[src/rtl/pixel_data_packer.sv]
// Samples NCH parallel channels, optionally waits for a repeated header pattern,
// and packs SPW samples per FIFO word tagged with a 4-bit rolling word index.
//   state     | meaning
//   S_IDLE    | waiting for start
//   S_SEARCH  | looking for HDR_REPEAT consecutive HEADER samples
//   S_CAPTURE | packing samples into words until NDATA words produced
//   S_DONE    | one-cycle done pulse, then back to idle
module pixel_data_packer #(
    parameter int NCH = 8,
    parameter int FIFO_WIDTH = 36,
    parameter int NDATA = 100,
    parameter logic [NCH-1:0] HEADER = 8'h5A,
    parameter int HDR_REPEAT = 2,
    parameter int TIMEOUT = 0
) (
    input  logic                  clk,
    input  logic                  rst,
    input  logic                  start,
    input  logic                  abort,
    input  logic                  mode,
    input  logic [NCH-1:0]        din,
    input  logic                  fifo_full,
    output logic                  fifo_wr_en,
    output logic [FIFO_WIDTH-1:0] data_out,
    output logic                  busy,
    output logic                  done,
    output logic                  timeout_flag,
    output logic [15:0]           drop_cnt
);

    localparam int SPW = (FIFO_WIDTH - 4) / NCH;
    localparam int PW  = SPW * NCH;
    localparam int SCW = (SPW > 1) ? $clog2(SPW) : 1;

    typedef enum logic [1:0] {S_IDLE, S_SEARCH, S_CAPTURE, S_DONE} state_t;

    state_t                  state_q, state_d;
    logic [3:0]              hdr_cnt_q, hdr_cnt_d;
    logic [31:0]             tmo_q, tmo_d;
    logic [SCW-1:0]          samp_cnt_q, samp_cnt_d;
    logic [PW-1:0]           pack_q, pack_d;
    logic [3:0]              word_idx_q, word_idx_d;
    logic [15:0]             word_rem_q, word_rem_d;
    logic [FIFO_WIDTH-1:0]   data_out_q, data_out_d;
    logic                    wr_en_q, wr_en_d;
    logic                    busy_q, busy_d;
    logic                    done_q, done_d;
    logic                    tmo_flag_q, tmo_flag_d;
    logic [15:0]             drop_cnt_q, drop_cnt_d;
    logic [PW-1:0]           full_word;

    always_comb begin
        state_d    = state_q;
        hdr_cnt_d  = hdr_cnt_q;
        tmo_d      = tmo_q;
        samp_cnt_d = samp_cnt_q;
        pack_d     = pack_q;
        word_idx_d = word_idx_q;
        word_rem_d = word_rem_q;
        data_out_d = data_out_q;
        wr_en_d    = 1'b0;
        done_d     = 1'b0;
        tmo_flag_d = tmo_flag_q;
        drop_cnt_d = drop_cnt_q;

        full_word = pack_q;
        full_word[int'(samp_cnt_q)*NCH +: NCH] = din;

        case (state_q)
            S_IDLE: begin
                if (start) begin
                    drop_cnt_d = '0;
                    tmo_flag_d = 1'b0;
                    hdr_cnt_d  = '0;
                    tmo_d      = 32'(TIMEOUT - 1);
                    samp_cnt_d = '0;
                    pack_d     = '0;
                    word_idx_d = '0;
                    word_rem_d = 16'(NDATA);
                    state_d    = mode ? S_CAPTURE : S_SEARCH;
                end
            end
            S_SEARCH: begin
                if (abort) begin
                    state_d = S_IDLE;
                end else if (din == HEADER && hdr_cnt_q == 4'(HDR_REPEAT - 1)) begin
                    state_d = S_CAPTURE;
                end else begin
                    hdr_cnt_d = (din == HEADER) ? hdr_cnt_q + 4'd1 : 4'd0;
                    if (TIMEOUT != 0 && tmo_q == 32'd0) begin
                        state_d    = S_DONE;
                        done_d     = 1'b1;
                        tmo_flag_d = 1'b1;
                    end else begin
                        tmo_d = tmo_q - 32'd1;
                    end
                end
            end
            S_CAPTURE: begin
                if (abort) begin
                    state_d = S_IDLE;
                end else if (word_rem_q == 16'd0) begin
                    // the last word's strobe cycle has passed; finish now
                    state_d = S_DONE;
                    done_d  = 1'b1;
                end else if (samp_cnt_q == SCW'(SPW - 1)) begin
                    samp_cnt_d = '0;
                    pack_d     = '0;
                    word_idx_d = word_idx_q + 4'd1;
                    word_rem_d = word_rem_q - 16'd1;
                    if (!fifo_full) begin
                        data_out_d = '0;
                        data_out_d[PW-1:0] = full_word;
                        data_out_d[FIFO_WIDTH-1 -: 4] = word_idx_q;
                        wr_en_d = 1'b1;
                    end else if (drop_cnt_q != 16'hFFFF) begin
                        drop_cnt_d = drop_cnt_q + 16'd1;
                    end
                end else begin
                    pack_d     = full_word;
                    samp_cnt_d = samp_cnt_q + SCW'(1);
                end
            end
            default: begin
                state_d = S_IDLE;
            end
        endcase

        busy_d = (state_d == S_SEARCH) || (state_d == S_CAPTURE);
    end

    always_ff @(posedge clk or negedge rst) begin
        if (!rst) begin
            state_q    <= S_IDLE;
            hdr_cnt_q  <= '0;
            tmo_q      <= '0;
            samp_cnt_q <= '0;
            pack_q     <= '0;
            word_idx_q <= '0;
            word_rem_q <= '0;
            data_out_q <= '0;
            wr_en_q    <= 1'b0;
            busy_q     <= 1'b0;
            done_q     <= 1'b0;
            tmo_flag_q <= 1'b0;
            drop_cnt_q <= '0;
        end else begin
            state_q    <= state_d;
            hdr_cnt_q  <= hdr_cnt_d;
            tmo_q      <= tmo_d;
            samp_cnt_q <= samp_cnt_d;
            pack_q     <= pack_d;
            word_idx_q <= word_idx_d;
            word_rem_q <= word_rem_d;
            data_out_q <= data_out_d;
            wr_en_q    <= wr_en_d;
            busy_q     <= busy_d;
            done_q     <= done_d;
            tmo_flag_q <= tmo_flag_d;
            drop_cnt_q <= drop_cnt_d;
        end
    end

    assign fifo_wr_en   = wr_en_q;
    assign data_out     = data_out_q;
    assign busy         = busy_q;
    assign done         = done_q;
    assign timeout_flag = tmo_flag_q;
    assign drop_cnt     = drop_cnt_q;

endmodule

[config.mk]
export PLATFORM = sky130hd
export DESIGN_NAME = pixel_data_packer
export DESIGN_NICKNAME = d
export VERILOG_FILES = /design/src/rtl/pixel_data_packer.sv
export SDC_FILE = /design/constraint.sdc
export NUM_CORES = 1
export LEC_CHECK = 0
export CELL_PAD_IN_SITES_DETAIL_PLACEMENT = 0
export CELL_PAD_IN_SITES_GLOBAL_PLACEMENT = 1
export CORE_MARGIN = 4
export CORE_UTILIZATION = 25
export DETAILED_ROUTE_END_ITERATION = 7
export GPL_ROUTABILITY_DRIVEN = 0
export PLACE_DENSITY = 0.55
export SETUP_SLACK_MARGIN = 0.15
export SYNTH_ARGS = -nofsm -noshare
export SYNTH_HDL_FRONTEND = slang
export SYNTH_SLANG_ARGS = --single-unit
[constraint.sdc]
create_clock -name clk -period 3.5 [get_ports clk]
set_input_delay 1.05 -clock clk [delete_from_list [all_inputs] [get_ports clk]]
set_output_delay 1.05 -clock clk [all_outputs]
set_load 0.01 [all_outputs]
==> impl_metrics.yaml <==
power_and_ir_drop:
  total_power_mw: 3.88
  cellPowerDensity_mw_per_mm2: 530
  intPower_mw: 2.79
  vdd_drop_max_uv: 303
  power.sequential.fraction_pct: 38.2
  power.share.combinational_pct: 14.9
  power.net_switching_mw: 1.09
  p_sw_share_pct: 28.0
  clkPwrFrac_pct: 46.9
  power.leakage_nw: 3.17
synthesis:
  main_combinational_cell_family_by_area_after_synthesis: "compound AO/OA/AOI/OAI gates"
  async_reset_ff_share_pct: 100
  synth.net_count: 599
  post_synth_num_cell_types: 54
  synth.mux.area_fraction_pct: 1.16
  mean_post_synth_cell_area_um2: 9.80
  yosys_warnings: 0
  synth_sequential_area_ratio_pct: 51.1
  combined_area_of_all_synthesized_cells_mm2: 0.00563
  compound_gate_portion_of_the_synthesized_area_pct: 21.6
  ys_dominant_reg_cell: "dfrtp_1"
  adder_cell_share_of_the_synthesized_area_pct: 2.45
  synth_common_cells: "dfrtp_1 (115), a21oi_1 (86), nor2_1 (51), nor2b_1 (37), a22o_1 (32)"
  synth_enable_flop_cells: 0
  dominant_cell_type_by_area_after_synthesis: "dfrtp_1"
  post_synth_main_area_contributors: "dfrtp_1 (51%), a21oi_1 (7.6%), a22o_1 (5.0%), nor2b_1 (4.1%), nor2_1 (3.4%)"
  post-synth-top-area-fraction_pct: 51.1
  yosys_register_bits: 115
  yosys.area_share.simple_pct: 19.5
  synthesized_area_fraction_occupied_by_xor_and_xnor_cells_pct: 0
  synthMostInstantiatedCell: "dfrtp_1"
  synth_cells: 574
floorplanning:
  coreArea_mm2: 0.0220
  die_width_um: 158
  initial_core_util_pct: 25.6
  chipHeight_um: 158
  io_pins: 70
  num_rows: 54
  floorplan.die_area_mm2: 0.0250
timing:
  slew_violations: 0
  hold_viol: 0
  setup_slack_ns: 0.544
  finalClockSkew_ns: 0.00849
  final.period_utilization_pct: 84.4
  rsz0062_at_grt: "false"
  max_slew.worst_pin.slew_ns: 1.24
  clock_period_minus_worst_slack_ns: 2.96
  max_clock_freq_mhz: 338
  setup_violations: 0
  worst_slew_slack_as_a_fraction_of_its_limit_pct: 17.0
  tns_ns: 0
clocking:
  clock_tree.root_cell: "clkbuf_16"
  cts_htree_levels: 4
  cts_setup_buffers: 0
  cts_resized: 0
  cts-buffers-inserted: 17
  cts_sinks: 115
  cts_hold_buffers: 0
  ctsLongestPathBuffers: 2
  clkTransAtPathRegs_ns: 0.06
  clock_latency_ns: 0.42
  cts_tree: "yes"
global_route:
  antenna_found_initial: 0
  grt_first_pass_wirelength_um: 26300
  via_count_of_the_first_global_routing_pass: 4790
  grt_usage_pct: 13.2
  grt_start_max_net_pins: 54
  grt_remaining_overflow: 0
hold_path:
  startpoint_of_the_most_critical_hold_path: "word_rem_q[0]"
  min_delay_worst_endpoint: "word_rem_q[0]"
  hold_path_depth: 1
  worstHoldPathType: "register to register"
finish:
  finish.net_count: 675
  num-fill-cells: 2216
  num_antenna_cells: 0
  finish.cell_count_without_fillers: 943
  area.growth.synth_to_final_pct: 30.1
  final_layout_size_suffix_gt1_share_pct: 11.2
  post-route-cell-area_mm2: 0.00732
worst_setup_path:
  endpoint_kind: "register"
  regToRegSetupSlack_ns: 0.54
  setup.worst_path.class: "register to register"
  crit_required_ns: 3.84
  timing.rr.start: "word_rem_q[3]"
  crit_fanout: 36
  critPathLaunchType: "register"
  critical_path.reg2reg.endpoint: "word_rem_q[4]"
  worst-endpoint-arrival_ns: 3.29
  r2r_cells: 5
placed_design:
  dpl.cell_count: 911
  numPortBuffers: 68
  pre_cts_ws_ns: 0.137
  hpwl_um: 11100
  dpl-instance-area_mm2: 0.00670
detailed_routing:
  detailedRoute.firstIterationViolations: 264
  drt_drc_violations_left: 0
  vias: 4724
  via_per_inst: 5.01
  postRouteWirelength_um: 16000
  post_route_ant_nets: 0
  detailed_router_iteration_count_before_antenna_repair: 4
  wire_per_inst_um: 17.0
job:
  drv_cap: 0
outcome:
  run_status: "complete, no violations"
-- flip-flops by register name, summed over array words and instances, names as in the netlist --
signal / flops
hdr_cnt_q: 4
busy: 1
state_q: 2
fifo_wr_en: 1
samp_cnt_q: 2
data_out: 36
done: 1
drop_cnt: 16
word_idx_q: 4
word_rem_q: 16
pack_q: 32
-- final cells by class --
type | count | area, µm² | share of cell area, %
clock buffer | 18 | 439 | 6.00
clock inverter | 14 | 178 | 2.43
inverter | 15 | 56.3 | 0.769
multi-input combinational | 407 | 2530 | 34.6
sequential | 115 | 2880 | 39.3
tap | 280 | 350 | 4.79
timing repair buffer | 94 | 886 | 12.1
-- stage by stage --
step | hold slack [ns] | utilization, %
global route | 0.500 | 33.3
CTS | 0.465 | 33.3
finish | 0.464 | 33.3
detailed placement | 0.459 | 30.5
floorplan | 0.440 | -
global placement | 0.456 | 30.5
-- cells in the final DEF, fill, tap and decap left out, types with 3 or more instances in the layout --
cell type,n
a22o_1,32
and3_1,9
nor3_1,5
a211oi_1,3
nor4bb_1,3
a31oi_1,12
buf_4,26
inv_1,15
inv_6,3
nand2_1,23
clkinv_4,5
nor2_1,51
o21ai_1,5
nor2b_1,37
nor3b_1,4
nand2b_1,4
nand4_1,6
a21oi_1,86
or4_1,11
clkdlybuf4s50_1,67
a31o_2,3
o221ai_1,4
ha_1,11
o211ai_1,3
or3_1,12
o21ai_0,20
clkbuf_16,17
nand3_1,17
mux2_2,4
bufinv_16,3
o31ai_1,11
dfrtp_1,115
-- how the worst max path moves through the flow --
stage / from / end / slack (ns) / cells after the start
floorplan: start / word_rem_q[10] / 0.98 / 6
global placement: start / word_rem_q[15] / 0.24 / 6
detailed placement: start / word_rem_q[3] / 0.14 / 6
CTS: word_rem_q[2] / word_rem_q[4] / 0.55 / 5
global route: word_rem_q[2] / word_idx_q[3] / 0.35 / 5
finish: word_rem_q[3] / word_rem_q[4] / 0.54 / 5
-- per-layer routing --
layer  up-vias  wire, µm  GRT usage, %
met2        89      7710          21.4
met4         0        85          3.21
met5         -         0             0
met3        11       678          3.53
li1       2273         -             -
met1      2351      7570          17.8
-- critical path, stage by stage (launching register included) --
cell     delay, ns
dfrtp_1       0.42
or4_4         0.58
or4_4         0.47
o31ai_4       0.99
o21ai_0       0.23
a21oi_1       0.18
-- power by group through the flow --
stage                     Combinational, mW  Sequential, mW  Clock [mW]
after floorplan                       0.330            1.50           0
after global placement                0.576            1.50           0
after detailed placement              0.583            1.51           0
after CTS                             0.588            1.48        1.86
after global routing                  0.639            1.49        1.92
final                                 0.577            1.48        1.82
-- cell families after synthesis --
logic type	Yosys count
AO/OA/AOI/OAI	191
adder cells (fa/ha/maj)	11
buffers and inverters	52
flip-flops	115
multiplexers	6
other	1
AND/OR/NAND/NOR	198
(Power assumes the default switching activity.)
==> RTL edit 1, RTL diff (same flow settings) <==
Change the parameter `FIFO_WIDTH` from 36 to 72.
--- a/src/rtl/pixel_data_packer.sv
+++ b/src/rtl/pixel_data_packer.sv
@@ -7,7 +7,7 @@
 //   S_DONE    | one-cycle done pulse, then back to idle
 module pixel_data_packer #(
     parameter int NCH = 8,
-    parameter int FIFO_WIDTH = 36,
+    parameter int FIFO_WIDTH = 72,
     parameter int NDATA = 100,
     parameter logic [NCH-1:0] HEADER = 8'h5A,
     parameter int HDR_REPEAT = 2,
Ports: changed (resized data_out); port bits go from 70 to 106. No check against the original RTL was run, so the function may have changed too.
==> RTL edit 1 against the unedited design <==
Cell count grew 44%; synthesized cell count is 39% higher; wire length rose by 48%; power up 31%; first-iteration DRC count rose by 40%; setup slack lost 0.081 ns; sequential cell count is 65 higher; cell area rose by 43%; area after synthesis grew 47%; highest routed layer unchanged.
==> RTL edit 1: results (changes against the unedited design) <==
post-synthesis mux area share=1.15% (was 1.16%); Max VDD drop=0.000314 V (was 0.000303 V); synth cell count leaders=dfrtp_1 (180), nand2_1 (101), o21ai_0 (76) (was dfrtp_1 (115), a21oi_1 (86), nor2_1 (51)); slowest CP cell=or4_4 (was o31ai_4); hpwl dp=16.5 mm (was 11.1 mm); DRT iter0 DRCs=369 (was 264); reg2reg end=pack_q[23]$_DFFE_PN0P_ (was word_rem_q[4]$_DFFE_PN0P_); switching power=1.67 mW (was 1.09 mW); Layout Skew=0.0156 ns (was 0.00849 ns); Total Nets Final=930 (was 675); Worst path max stage delay=0.60 ns (was 0.99 ns); Worst path top cell family by delay=simple AND/OR/NAND/NOR gates (was compound AO/OA/AOI/OAI gates); r2r setup slk=0.46 ns (was 0.54 ns); worst r2r src=word_rem_q[3]$_DFFE_PN0P_ (unchanged); gr usage total=13.5% (was 13.2%); XOR/XNOR Fraction of Synth Area=2.12% (was 0%); Synth Area in Compound Gates=21.0% (was 21.6%); status=complete, no violations (unchanged); crit-path max FO=10 (was 36); routed length per instance=17.4 um (was 17.0 um); max FFs per register=68 (was 36); Non-Filler Instances=1358 (was 943); vias per cell=4.66 (was 5.01); Detailed Routing Iterations Pass 1=5 (was 4); post-synthesis adder-cell area fraction=1.97% (was 2.45%); first-pass GRT wire length=38.2 mm (was 26.3 mm); Slew @ Worst Pin=0.972 ns (was 1.24 ns); share of cells above drive strength 1=9.50% (was 11.2%); Worst Path Arrival=3.39 ns (was 3.29 ns); clock tree buffer depth=2 (unchanged); Post-Synthesis Cells=798 (was 574); asr flop ratio synth=100% (unchanged); cts repair resizes=0 (unchanged); CTS root buffer=clkbuf_16 (unchanged); Worst-Skew Late Latency=0.44 ns (was 0.42 ns); sequential cell area fraction in the yosys report=54.6% (was 51.1%); top post-synthesis cells by area=dfrtp_1 (55%), o21ai_0 (4.6%), nand2_1 (4.6%) (was dfrtp_1 (51%), a21oi_1 (7.6%), a22o_1 (5.0%)); Cells after DPL=1326 (was 911); filler instances=3381 (was 2216); met3 WL=944 um (was 678 um); Clk pin slew, worst setup/hold paths=0.07 ns; maximum number of pins on one net before global-route repair=67 (was 54); number of global-route vias before repair=6368 (was 4790); worst hold path depth=2 (was 1); WL met1=11.6 mm (was 7.57 mm); Unique masters post-synth=62 (was 54); IO Port Bufs=100 (was 68); Num CTS Buffers=17 (unchanged); leakage=4.35 nW (was 3.17 nW); routed length on met2=10.9 mm (was 7.71 mm); number of synthesis warnings=0 (unchanged); Worst Hold End=data_out[54]$_DFFE_PN0P_ (was word_rem_q[0]$_DFFE_PN0P_); Hold Startpoint=data_out[54]$_DFFE_PN0P_ (was word_rem_q[0]$_DFFE_PN0P_); R2R cell count=6 (was 5)
==> RTL edit 1: metrics by stage <==
stage / setup WS (ns) / hold slack [ns] / cell area, um^2
global placement: 0.206 / 0.462 / 9850
global route: 0.309 / 0.502 / 10400
CTS: 0.436 / 0.487 / 10400
finish: 0.464 / 0.478 / 10400
detailed placement: 0.177 / 0.470 / 9850
floorplan: 0.679 / 0.450 / 8270
==> RTL edit 1: cells by family (layout without fill, tap and decap cells) <==
| family | after synthesis | after routing |
|---|---|---|
| fa+ha+maj | 13 | 13 |
| xor+xnor | 20 | 20 |
| other cells | 1 | 5 |
| flops | 180 | 180 |
| compound gates | 249 | 249 |
| mux | 9 | 9 |
| simple gates | 261 | 261 |
| buf+inv | 65 | 179 |
==> RTL edit 1: worst max path at each step <==
stage	slack (ns)	to	from	cells past startpoint
after floorplan	0.68	drop_cnt[7]$_DFFE_PN0P_	start	8
after global placement	0.21	word_rem_q[13]$_DFFE_PN0P_	start	8
after detailed placement	0.18	word_rem_q[13]$_DFFE_PN0P_	start	8
after CTS	0.44	pack_q[23]$_DFFE_PN0P_	word_rem_q[2]$_DFFE_PN0P_	6
after global routing	0.31	pack_q[23]$_DFFE_PN0P_	word_rem_q[3]$_DFFE_PN0P_	6
final	0.46	pack_q[23]$_DFFE_PN0P_	word_rem_q[3]$_DFFE_PN0P_	6
==> RTL edit 1: per-layer routing <==
layer | vias to the layer above | track usage (%)
met5 | - | 0
met4 | 0 | 3.06
met3 | 12 | 2.92
met2 | 117 | 20.8
met1 | 3111 | 19.4
li1 | 3083 | -
==> RTL edit 1: layout make-up <==
class,count,area [um^2],share of cell area [%]
clock buffer,17,425,4.08
clock inverter,15,160,1.53
inverter,17,63.8,0.611
multi-input combinational,557,3450,33.1
sequential,180,4500,43.2
tap,442,553,5.30
timing repair buffer,130,1280,12.2
==> RTL edit 1: power groups by stage <==
stage / Clock, mW / Sequential, mW / Combinational (mW)
final: 1.89 / 2.21 / 0.970
after global placement: 0 / 2.25 / 0.988
after global routing: 2.05 / 2.22 / 1.08
after CTS: 1.96 / 2.21 / 0.987
after floorplan: 0 / 2.24 / 0.569
after detailed placement: 0 / 2.26 / 0.982
==> RTL edit 1: worst reg2reg max path, cell delays in order (launching register included) <==
cell	delay, ns
dfrtp_1	0.41
or4_4	0.58
or4_4	0.60
or2_0	0.41
a21oi_4	0.48
a21o_1	0.32
o2bb2ai_1	0.16
==> RTL edit 2, RTL diff (same flow settings) <==
Made on the original files. The 4 states of `state_t` get a one-hot encoding in 4 bits.
--- a/src/rtl/pixel_data_packer.sv
+++ b/src/rtl/pixel_data_packer.sv
@@ -32,7 +32,7 @@
     localparam int PW  = SPW * NCH;
     localparam int SCW = (SPW > 1) ? $clog2(SPW) : 1;
 
-    typedef enum logic [1:0] {S_IDLE, S_SEARCH, S_CAPTURE, S_DONE} state_t;
+    typedef enum logic [3:0] {S_IDLE = 4'b0001, S_SEARCH = 4'b0010, S_CAPTURE = 4'b0100, S_DONE = 4'b1000} state_t;
 
     state_t                  state_q, state_d;
     logic [3:0]              hdr_cnt_q, hdr_cnt_d;
Function: same outputs for any inputs over 4 cycles, from zero or initial values and one cycle with rst low; so few cycles prove little.
==> RTL edit 2 against the unedited design <==
Wire length down 3.1%; critical endpoint is now word_rem_q[3]$_DFFE_PN0P_; area after synthesis up 1.8%; largest power group unchanged; setup slack worse by 0.077 ns; sequential cell count up 2; highest routed layer unchanged; cell area up 1.1%; power down 4.4%.
==> RTL edit 2: results (changes against the unedited design) <==
WL final=15.5 mm (was 16.0 mm); leakage=3.22 nW (was 3.17 nW); DRT iter0 DRCs=310 (was 264); Max VDD drop=0.000240 V (was 0.000303 V); top post-synthesis cells by area=dfrtp_1 (51%), a22o_1 (5.0%), a221oi_1 (4.6%) (was dfrtp_1 (51%), a21oi_1 (7.6%), a22o_1 (5.0%)); vias per cell=5.13 (was 5.01); synth cell count leaders=dfrtp_1 (116), a21oi_1 (52), inv_1 (38) (was dfrtp_1 (115), a21oi_1 (86), nor2_1 (51)); post-synthesis mux area share=1.53% (was 1.16%); Synth Area in Compound Gates=22.8% (was 21.6%); crit-path max FO=29 (was 36); r2r setup slk=0.47 ns (was 0.54 ns); gr usage total=12.6% (was 13.2%); Hold Startpoint=hdr_cnt_q[3]$_DFFE_PN0P_ (was word_rem_q[0]$_DFFE_PN0P_); Layout Skew=0.0107 ns (was 0.00849 ns); post-synthesis adder-cell area fraction=2.40% (was 2.45%); Avg Cell Area, Syn=10.7 um^2 (was 9.80 um^2); routed length per instance=17.1 um (was 17.0 um); hpwl dp=10.7 mm (was 11.1 mm); first-pass GRT wire length=26.0 mm (was 26.3 mm); Worst Setup EP=word_rem_q[3]$_DFFE_PN0P_ (was word_rem_q[4]$_DFFE_PN0P_); Setup WS pre-CTS=0.390 ns (was 0.137 ns); filler instances=2289 (was 2216); Worst slew margin=48.4% (was 17.0%); Worst Path Arrival=3.33 ns (was 3.29 ns); Hold/Removal Path Class=reg2reg (unchanged); Syn Nets=559 (was 599); Worst Hold End=hdr_cnt_q[3]$_DFFE_PN0P_ (was word_rem_q[0]$_DFFE_PN0P_); number of global-route vias before repair=4685 (was 4790); status=complete, no violations (unchanged); maximum number of pins on one net before global-route repair=68 (was 54); met3 WL=730 um (was 678 um); routed length on met2=6.98 mm (was 7.71 mm); XOR/XNOR Fraction of Synth Area=0.764% (was 0%); Int Pwr=2.76 mW (was 2.79 mW); WL met1=7.70 mm (was 7.57 mm); M3 GR Usage=3.49% (was 3.53%); multi-input logic area=2460 um^2 (was 2530 um^2); Unique masters post-synth=65 (was 54); Total Nets Final=634 (was 675); sequential cell area fraction in the yosys report=51.1% (about the same); Cells after DPL=875 (was 911); met2 usage in global routing=19.1% (was 21.4%); reg2reg end=word_rem_q[3]$_DFFE_PN0P_ (was word_rem_q[4]$_DFFE_PN0P_); WHS=0.481 ns (was 0.464 ns); DP Area=6770 um^2 (was 6700 um^2); Combinational Power Share=10.4% (was 14.9%); Clk pwr share=50.5% (was 46.9%); R2R cell count=8 (was 5); worst hold path depth=1 (unchanged); met1 usage=17.7% (was 17.8%)
-- RTL edit 2: changes by cell type after synthesis, moves of 7 or more --
cell      before  now
nor2b_1       37    3
a21oi_1       86   52
a221oi_1       0   30
o31ai_1       11   18
a31oi_1       12    3
nor2_1        51   17
or4_1         11   19
o21ai_0       20   12
inv_1         15   38
or3_1         12    5
clkbuf_1      27   14
buf_2          4   11
-- RTL edit 2: critical path: stages (launching register included) --
cell     delay (ns)
dfrtp_1        0.43
inv_1          0.08
ha_1           0.21
or3b_2         0.48
or4_4          0.56
o21ai_4        0.58
buf_4          0.29
o21ai_0        0.10
a22o_1         0.19
-- RTL edit 2: area by class of cell --
type	count	share of cell area, %
sequential	117	39.6
multi-input combinational	342	33.2
timing repair buffer	91	11.8
clock buffer	20	6.17
tap	285	4.82
clock inverter	12	2.37
inverter	40	2.03
